## src/rtl/cdb_arbiter_pkg.sv

```systemverilog
// Shared CDB types: ROB tag, data and address types, source encoding and FIFO payloads.
package cdb_arbiter_pkg;

  typedef logic [5:0]  ROB_WRAP_POS_TYPE;
  typedef logic [31:0] DATA_TYPE;
  typedef logic [31:0] ADDR_TYPE;

  localparam logic CDB_SRC_ALU = 1'b0;
  localparam logic CDB_SRC_LSB = 1'b1;

  typedef struct packed {
    ROB_WRAP_POS_TYPE rob_pos;
    DATA_TYPE         val;
    logic             jump;
    ADDR_TYPE         pc;
  } alu_entry_t;

  typedef struct packed {
    ROB_WRAP_POS_TYPE rob_pos;
    DATA_TYPE         val;
  } lsb_entry_t;

endpackage

```

## src/rtl/cdb_arbiter_fifo.sv

```systemverilog
// Circular result buffer for one CDB source: push, pop, head data, count and
// a look-ahead full flag computed from this cycle's push/pop.
module cdb_fifo #(
  parameter int W     = 8,
  parameter int DEPTH = 4,
  parameter int PTR_W = 2
) (
  input  logic             clk,
  input  logic             rst,
  input  logic             rdy,
  input  logic             clr,
  input  logic             push,
  input  logic             pop,
  input  logic [W-1:0]     din,
  output logic [W-1:0]     dout,
  output logic [PTR_W:0]   count,
  output logic             next_full
);

  localparam logic [PTR_W:0]   FULL_CNT = (PTR_W+1)'(DEPTH);
  localparam logic [PTR_W+1:0] FULL_SUM = (PTR_W+2)'(DEPTH);

  logic [W-1:0]     mem [DEPTH];
  logic [PTR_W-1:0] head, tail;
  logic             full, push_eff, pop_eff;
  logic [PTR_W+1:0] next_count;

  assign full     = (count == FULL_CNT);
  // a push into a full buffer is dropped rather than overwriting the head
  assign push_eff = push && rdy && !clr && !rst && !full;
  assign pop_eff  = pop && rdy && !clr && !rst && (count != '0);
  assign dout     = mem[head];

  always_comb begin
    next_count = {1'b0, count} + (PTR_W+2)'(push_eff) - (PTR_W+2)'(pop_eff);
    next_full  = !rst && !clr && (next_count == FULL_SUM);
  end

  always_ff @(posedge clk) begin
    if (rst || clr) begin
      head  <= '0;
      tail  <= '0;
      count <= '0;
    end else if (rdy) begin
      if (push_eff) tail <= tail + 1'b1;
      if (pop_eff)  head <= head + 1'b1;
      count <= count + (PTR_W+1)'(push_eff) - (PTR_W+1)'(pop_eff);
    end
  end

  always_ff @(posedge clk) begin
    if (push_eff) mem[tail] <= din;
  end

  overflow_chk: assert property (@(posedge clk) disable iff (rst)
    !(push && rdy && !clr && full));

endmodule

```

## src/rtl/cdb_arbiter.sv

```systemverilog
// Round-robin writeback arbiter for the ALU and LSB result paths onto one registered CDB.
// Optional CDB_BYPASS_EN: an entry arriving at an empty buffer may be granted in its arrival cycle.
//
// last_grant | meaning
// -----------+------------------------------------------------
// ALU (0)    | ALU won the last grant; LSB wins the next tie
// LSB (1)    | LSB won the last grant (reset value); ALU wins the next tie
module cdb_arbiter
  import cdb_arbiter_pkg::*;
#(
  parameter int BUF_DEPTH = 4,
  parameter int PTR_W     = 2
) (
  input  logic             clk,
  input  logic             rst,
  input  logic             rdy,
  input  logic             clr,
  input  logic             alu_valid,
  input  ROB_WRAP_POS_TYPE alu_rob_pos,
  input  DATA_TYPE         alu_val,
  input  logic             alu_jump,
  input  ADDR_TYPE         alu_pc,
  input  logic             lsb_valid,
  input  ROB_WRAP_POS_TYPE lsb_rob_pos,
  input  DATA_TYPE         lsb_val,
  output logic             alu_buf_next_full,
  output logic             lsb_buf_next_full,
  output logic             cdb_valid,
  output logic             cdb_src,
  output ROB_WRAP_POS_TYPE cdb_rob_pos,
  output DATA_TYPE         cdb_val,
  output logic             cdb_jump,
  output ADDR_TYPE         cdb_pc
);

  alu_entry_t     alu_in, alu_head, alu_sel;
  lsb_entry_t     lsb_in, lsb_head, lsb_sel;
  logic [PTR_W:0] alu_count, lsb_count;
  logic           alu_avail, lsb_avail, alu_grant, lsb_grant;
  logic           alu_bypass, lsb_bypass, last_grant;

  assign alu_in = '{rob_pos: alu_rob_pos, val: alu_val, jump: alu_jump, pc: alu_pc};
  assign lsb_in = '{rob_pos: lsb_rob_pos, val: lsb_val};

  always_comb begin
    alu_avail  = (alu_count != '0);
    lsb_avail  = (lsb_count != '0);
`ifdef CDB_BYPASS_EN
    alu_avail  = alu_avail || alu_valid;
    lsb_avail  = lsb_avail || lsb_valid;
`endif
    alu_grant  = alu_avail && (!lsb_avail || last_grant == CDB_SRC_LSB);
    lsb_grant  = lsb_avail && (!alu_avail || last_grant == CDB_SRC_ALU);
    alu_bypass = 1'b0;
    lsb_bypass = 1'b0;
`ifdef CDB_BYPASS_EN
    alu_bypass = alu_grant && (alu_count == '0);
    lsb_bypass = lsb_grant && (lsb_count == '0);
`endif
    alu_sel    = alu_bypass ? alu_in : alu_head;
    lsb_sel    = lsb_bypass ? lsb_in : lsb_head;
  end

  cdb_fifo #(.W($bits(alu_entry_t)), .DEPTH(BUF_DEPTH), .PTR_W(PTR_W)) u_alu_fifo (
    .clk       (clk),
    .rst       (rst),
    .rdy       (rdy),
    .clr       (clr),
    .push      (alu_valid && !alu_bypass),
    .pop       (alu_grant && !alu_bypass),
    .din       (alu_in),
    .dout      (alu_head),
    .count     (alu_count),
    .next_full (alu_buf_next_full)
  );

  cdb_fifo #(.W($bits(lsb_entry_t)), .DEPTH(BUF_DEPTH), .PTR_W(PTR_W)) u_lsb_fifo (
    .clk       (clk),
    .rst       (rst),
    .rdy       (rdy),
    .clr       (clr),
    .push      (lsb_valid && !lsb_bypass),
    .pop       (lsb_grant && !lsb_bypass),
    .din       (lsb_in),
    .dout      (lsb_head),
    .count     (lsb_count),
    .next_full (lsb_buf_next_full)
  );

  // payload fields hold on idle cycles; only cdb_valid drops
  always_ff @(posedge clk) begin
    if (rst) begin
      cdb_valid   <= 1'b0;
      cdb_src     <= 1'b0;
      cdb_rob_pos <= '0;
      cdb_val     <= '0;
      cdb_jump    <= 1'b0;
      cdb_pc      <= '0;
      last_grant  <= CDB_SRC_LSB;
    end else if (clr) begin
      cdb_valid <= 1'b0;
    end else if (rdy) begin
      cdb_valid <= alu_grant || lsb_grant;
      if (alu_grant) begin
        cdb_src     <= CDB_SRC_ALU;
        cdb_rob_pos <= alu_sel.rob_pos;
        cdb_val     <= alu_sel.val;
        cdb_jump    <= alu_sel.jump;
        cdb_pc      <= alu_sel.pc;
        last_grant  <= CDB_SRC_ALU;
      end else if (lsb_grant) begin
        cdb_src     <= CDB_SRC_LSB;
        cdb_rob_pos <= lsb_sel.rob_pos;
        cdb_val     <= lsb_sel.val;
        cdb_jump    <= 1'b0;
        cdb_pc      <= '0;
        last_grant  <= CDB_SRC_LSB;
      end
    end
  end

endmodule
```

## config.mk

```make
export PLATFORM = sky130hd
export DESIGN_NAME = cdb_arbiter
export DESIGN_NICKNAME = d
export VERILOG_FILES = /design/src/rtl/cdb_arbiter_pkg.sv /design/src/rtl/cdb_arbiter_fifo.sv /design/src/rtl/cdb_arbiter.sv
export SDC_FILE = /design/constraint.sdc
export NUM_CORES = 1
export LEC_CHECK = 0
export ABC_AREA = 1
export BUFFER_PORTS_ARGS = -buffer_cell sky130_fd_sc_hd__buf_4
export CORE_ASPECT_RATIO = 0.75
export CORE_MARGIN = 4
export CORE_UTILIZATION = 45
export CTS_CLUSTER_DIAMETER = 200
export CTS_CLUSTER_SIZE = 30
export DETAILED_ROUTE_END_ITERATION = 10
export PLACE_DENSITY = 0.64
export RECOVER_POWER = 100
export SETUP_SLACK_MARGIN = 0.2
export SLEW_MARGIN = 20
export SYNTH_ARGS = -nofsm -noshare
export SYNTH_HDL_FRONTEND = slang
export SYNTH_HIERARCHICAL = 1
export SYNTH_SLANG_ARGS = --single-unit
```

## constraint.sdc

```tcl
create_clock -name clk -period 5.49 [get_ports clk]
set_clock_uncertainty 0.15 [all_clocks]
set_input_delay 0.2745 -clock clk [delete_from_list [all_inputs] [get_ports clk]]
set_output_delay 0.2745 -clock clk [all_outputs]
set_load 0.01 [all_outputs]
```

# After elaboration in Yosys (flattened, before gate mapping)
# Memory sizes are Yosys's and may differ from the RTL's. A register that Yosys moved wholly into a read port is not among the register bits.
# Cells that the tools add are included.
# W data, S select, Z words.
[word_totals]
reg_bits = 88
mem_bits_rw = 436
inputBits = 115
output_inout_bits = 75
elab_cells = 91
mem_count = 2
[memory_table]
columns = ["name", "words", "word_bits", "rd", "rd_ports_with_merged_regs", "write_ports", "line_no", "text"]
rows = [
  ["u_alu_fifo.mem", 4, 71, 1, 1, 1, "cdb_arbiter_fifo.sv:23", "logic [W-1:0] mem [DEPTH];"],
  ["u_lsb_fifo.mem", 4, 38, 1, 1, 1, "cdb_arbiter_fifo.sv:23", ""],
]
[op_classes]
add_sub_neg = 12
n_eq_ne = 4
n_mux = 18
bitwise = 2
n_reduce_logical = 40
[op_table]
columns = ["op", "n"]
rows = [
  ["$mux W32", 4],
  ["$logic_and A1 B1 Y1", 21],
  ["$mux W6", 2],
  ["$add A2 B1 Y2 const B", 4],
  ["$add A3 B1 Y4", 2],
  ["$eq A4 B3 Y1 const B", 2],
  ["$mux W1", 8],
  ["$mux W2", 4],
  ["$reduce_and A2 Y1", 4],
  ["$sub A4 B1 Y4", 2],
  ["$add A3 B1 Y3", 2],
  ["$eq A3 B3 Y1 const B", 2],
  ["$logic_not A1 Y1", 6],
  ["$reduce_bool A3 Y1", 2],
  ["$sub A3 B1 Y3", 2],
  ["$logic_or A1 B1 Y1", 4],
  ["$reduce_and A3 Y1", 1],
  ["$not A1 Y1", 2],
  ["$reduce_bool A2 Y1", 1],
  ["$reduce_or A2 Y1", 1],
]

# Longest topological paths before layout
[depth]
depth_word = 11
ltp_mapped = 19
ltp_nobuf = 17

# Hierarchy
# Netlist, hierarchy kept.
[modules_own_cells]
columns = ["mod", "instances", "cells_each", "area_per_inst_um2", "seq_area_each_um2"]
rows = [
  ["cdb_fifo (u_alu_fifo)", 1, 772, 11118.2, 8708.4],
  ["cdb_fifo (u_lsb_fifo)", 1, 453, 6243.5, 4744.6],
  ["cdb_arbiter", 1, 646, 3897.5, 1481.4],
]

# Least setup slack after synthesis
# No wires, ideal clock.
[synth_timing]
path_type = "flip-flop to flip-flop"
from = "register u_alu_fifo.count[1]"
to = "memory u_alu_fifo/mem[0][0] (netlist bit) (enable)"
setup_time_ns = 0.501
arrival_ns = 3.689
required_time_ns = 4.839
path_slack_ns = 1.150
stages_incl_launch_ff = 5
path_buffers = 0
synth_period_minus_slack_ns = 4.340
cell_sequence = "dfxtp_1 -> nor2_1 -> nand2_1 -> nand3_2 -> nor2_1"
[synth_between]
elab_chain_cells = 5
[synth_lines]
columns = ["element", "line_no", "text"]
rows = [
  ["from (decl)", "cdb_arbiter_fifo.sv:16", "output logic [PTR_W:0] count,"],
  ["from (signal assigned)", "cdb_arbiter_fifo.sv:47", "count <= count + (PTR_W+1)'(push_eff) - (PTR_W+1)'(pop_eff);"],
  ["$eq A3 B3 Y1", "cdb_arbiter_fifo.sv:28", "assign full = (count == FULL_CNT);"],
  ["$logic_not A1 Y1", "cdb_arbiter_fifo.sv:30", "assign push_eff = push && rdy && !clr && !rst && !full;"],
  ["$logic_and A1 B1 Y1", "cdb_arbiter_fifo.sv:30", ""],
  ["$mux W1", "cdb_arbiter_fifo.sv:52", "if (push_eff) mem[tail] <= din;"],
  ["$mux W1 (not written as such)", "cdb_arbiter_fifo.sv:52", ""],
  ["to (decl)", "cdb_arbiter_fifo.sv:23", ""],
]
# No other way between the ends.

# Worst setup path after layout
[layout_timing]
from = "input port clr"
to = "memory u_alu_fifo/mem[0][45] (netlist bit) (enable)"
[layout_between]
elab_chain_cells = 6
[layout_lines]
columns = ["element", "line_no", "text"]
rows = [
  ["from (decl)", "cdb_arbiter.sv:17", "input logic clr,"],
  ["$logic_not A1 Y1", "cdb_arbiter_fifo.sv:30", ""],
  ["$logic_and A1 B1 Y1 (3 in a row)", "cdb_arbiter_fifo.sv:30", ""],
  ["$mux W1", "cdb_arbiter_fifo.sv:52", ""],
  ["$mux W1 (not written as such)", "cdb_arbiter_fifo.sv:52", ""],
]
# No other way between the ends.

==> metrics <==
status complete, but fails checks; failing checks capacitance limit, slew limit; Tcrit/Tclk final 0.802; Post-synth EDFFs 436; Final min period 4.40 ns; routed via count 14.1k; clk slew on worst S/H paths 0.12 ns; number of placement rows 68; # setup viols final 0; deepest clock path buffer count 3; top cell type by total area after synthesis edfxtp_1; final count of pins violating max slew 291; WP data arrival 4.41 ns; startpoint types input port; Worst Setup End Kind flip-flop; H-tree levels 1; Placer Congestion 0.789; Slew headroom -0.810; Most Crowded Layer GR met2; Avg Cell Area, Syn 11.4 µm²; most common cell after layout, fill and taps aside edfxtp_1; Routed WL per cell 18.2 µm; Cells after Synth 1871; # clock sinks 528; Post-Route WL 50400 µm; ys async rst share 0; Synth Flop Type edfxtp_1; Die Y 196 µm; Hold Path Class in -> reg; fmax 227 MHz; setup bufs post-CTS 0; CP peak stage delay 1.47 ns; Clock Latency Late Sink 0.55 ns; GR Util met2 0.329; endpoints failing hold 0; DRC violations left 0; Nets 2246; Yosys warning count 6; worst-path cell chain dlygate4sd3_1 > clkbuf_1 > nor2_1 > nand3_1 > nor2_1 > clkbuf_1; Overflow after GRT 0; Synth Register Bits 528; register area share after synthesis 0.702; total core area 0.0464 mm²; initial antenna violation count 3; remaining antenna violation count 0; die area 0.0508 mm²; Worst path top cell family by delay buffers and inverters; Synth Cell Area 0.0213 mm²; Setup CP Type in -> reg; Ports 190; Yosys top cell area share 0.616; first-pass GRT wire length 77700 µm; hold buffer count at CTS 115; most frequent cells in the layout edfxtp_1, nor2_1, nand2_1; CTS resizes 0; Synth cell types 30; vias in the first global route 13.8k; crit path buf inv count 3; worst-margin pin slew 2.72 ns; Initial Util 0.458; Layout area overhead 13.0%; root buffer cell clkbuf_16; I/O Buffers 189; vias per cell 5.12; Lkg Pwr 0.00863 µW; max cap viols 8; first drt pass iteration count 5; Fillers 4236; Synth Net Count 2004; setup slack, reg-to-reg 1.33 ns; share of layout cells above drive strength 1 0.0291; Worst Path Max Fanout 28; unrepaired setup endpoints after global routing no; initial drt markers 1255; CP required 5.50 ns; Setup TNS 0 ns; CTS Buf Count 21; pin count of the biggest net entering global routing 143; fin util 0.518; Total Routing Usage GR 0.193; Synth area leaders edfxtp_1, dfxtp_1, nor2_1; met3 Usage GRT 0.0275; VDD IR max 0.000185 V; Die Width 259 µm; slowest CP cell clkbuf_1; Detail Placement HPWL 29500 µm; PwrDens 282 mW/mm²; met1 usage in global routing 0.273; CTS tree done
-- final timing paths --
check	startpoint	end	cells past startpoint
setup / recovery	clr	u_alu_fifo/mem[0][45]$_DFFE_PP_	6
hold / removal	rst	cdb_src$_SDFFE_PP0P_	3
setup reg to reg	u_alu_fifo/count[1]$_SDFFE_PN0P_	u_alu_fifo/mem[0][45]$_DFFE_PP_	5
hold reg to reg	cdb_src$_SDFFE_PP0P_	cdb_src$_SDFFE_PP0P_	2
-- flip-flops by register name (all words and copies together) (netlist names), named ones only --
register,flops
u_lsb_fifo/count,3
u_lsb_fifo/head,2
cdb_jump,1
u_alu_fifo/head,2
u_lsb_fifo/mem,152
u_lsb_fifo/tail,2
cdb_pc,32
cdb_rob_pos,6
u_alu_fifo/count,3
cdb_valid,1
u_alu_fifo/tail,2
cdb_val,32
u_alu_fifo/mem,284
last_grant,1
cdb_src,1
-- final cells by class --
class                           count  area [µm²]  share of cell area
Antenna cell                        3        7.51            0.000313
Clock buffer                       36         582              0.0242
Clock inverter                      2        25.0             0.00104
Inverter                          165         626              0.0260
Multi-Input combinational cell   1070        5030               0.210
Sequential cell                   528       14900               0.622
Tap cell                          630         788              0.0328
Timing Repair Buffer              327        2010              0.0838
-- synth_stat cells, types with 3 or more instances --
cell type,count
edfxtp_1,436
nor2_1,388
nand2_1,217
o21ai_0,206
inv_1,160
o22ai_1,109
dfxtp_1,92
nand3_1,47
buf_2,33
nand3b_1,33
buf_6,22
clkbuf_1,22
o21ai_1,22
ha_1,16
a21oi_1,13
clkbuf_2,11
buf_1,10
buf_4,8
inv_2,4
nand4_1,4
nor2_2,4
nand2_2,3
-- power breakdown --
| group | leakage, µW | internal [µW] | switching, µW |
|---|---|---|---|
| Sequential | 0.00468 | 4380 | 30.2 |
| Clock | 0.000288 | 746 | 1160 |
| Combinational | 0.00367 | 161 | 280 |
-- per-layer routing --
metal / vias up / routed length, µm
li1: 6864 / -
met1: 6888 / 23200
met2: 343 / 24100
met3: 41 / 2490
met4: 4 / 567
met5: - / 21
-- tightest hold or removal path, delay by kind of cell --
family	cells	cell delay [ns]
AO/OA/AOI/OAI	1	0.04
buffers and inverters	2	0.66
-- through the flow --
step | hold WS, ns | worst slack (ns) | instance area [µm²] | total power [µW] | std cells
floorplan | 0.194 | 1.15 | 21300 | 4710 | 1871
global placement | 0.319 | 2.52 | 23000 | 4930 | 2605
detailed placement | 0.321 | 2.45 | 23000 | 4940 | 2605
CTS | 0.270 | 1.87 | 24800 | 6880 | 2758
global route | 0.299 | 0.813 | 24000 | 7010 | 2758
finish | 0.312 | 1.09 | 24000 | 6760 | 2761
-- cells by family (layout without fill, tap and decap cells) --
family                   after synthesis  after routing  share of synthesized area
buffers and inverters                273            530                     0.0615
AND/OR/NAND/NOR                      700            700                      0.135
XOR/XNOR                               2              2                   0.000824
flip-flops                           528            528                      0.702
AO/OA/AOI/OAI                        350            350                     0.0888
other                                  0              3                          0
adder cells (fa/ha/maj)               18             18                     0.0113
Power figures use the tool's default switching activity.
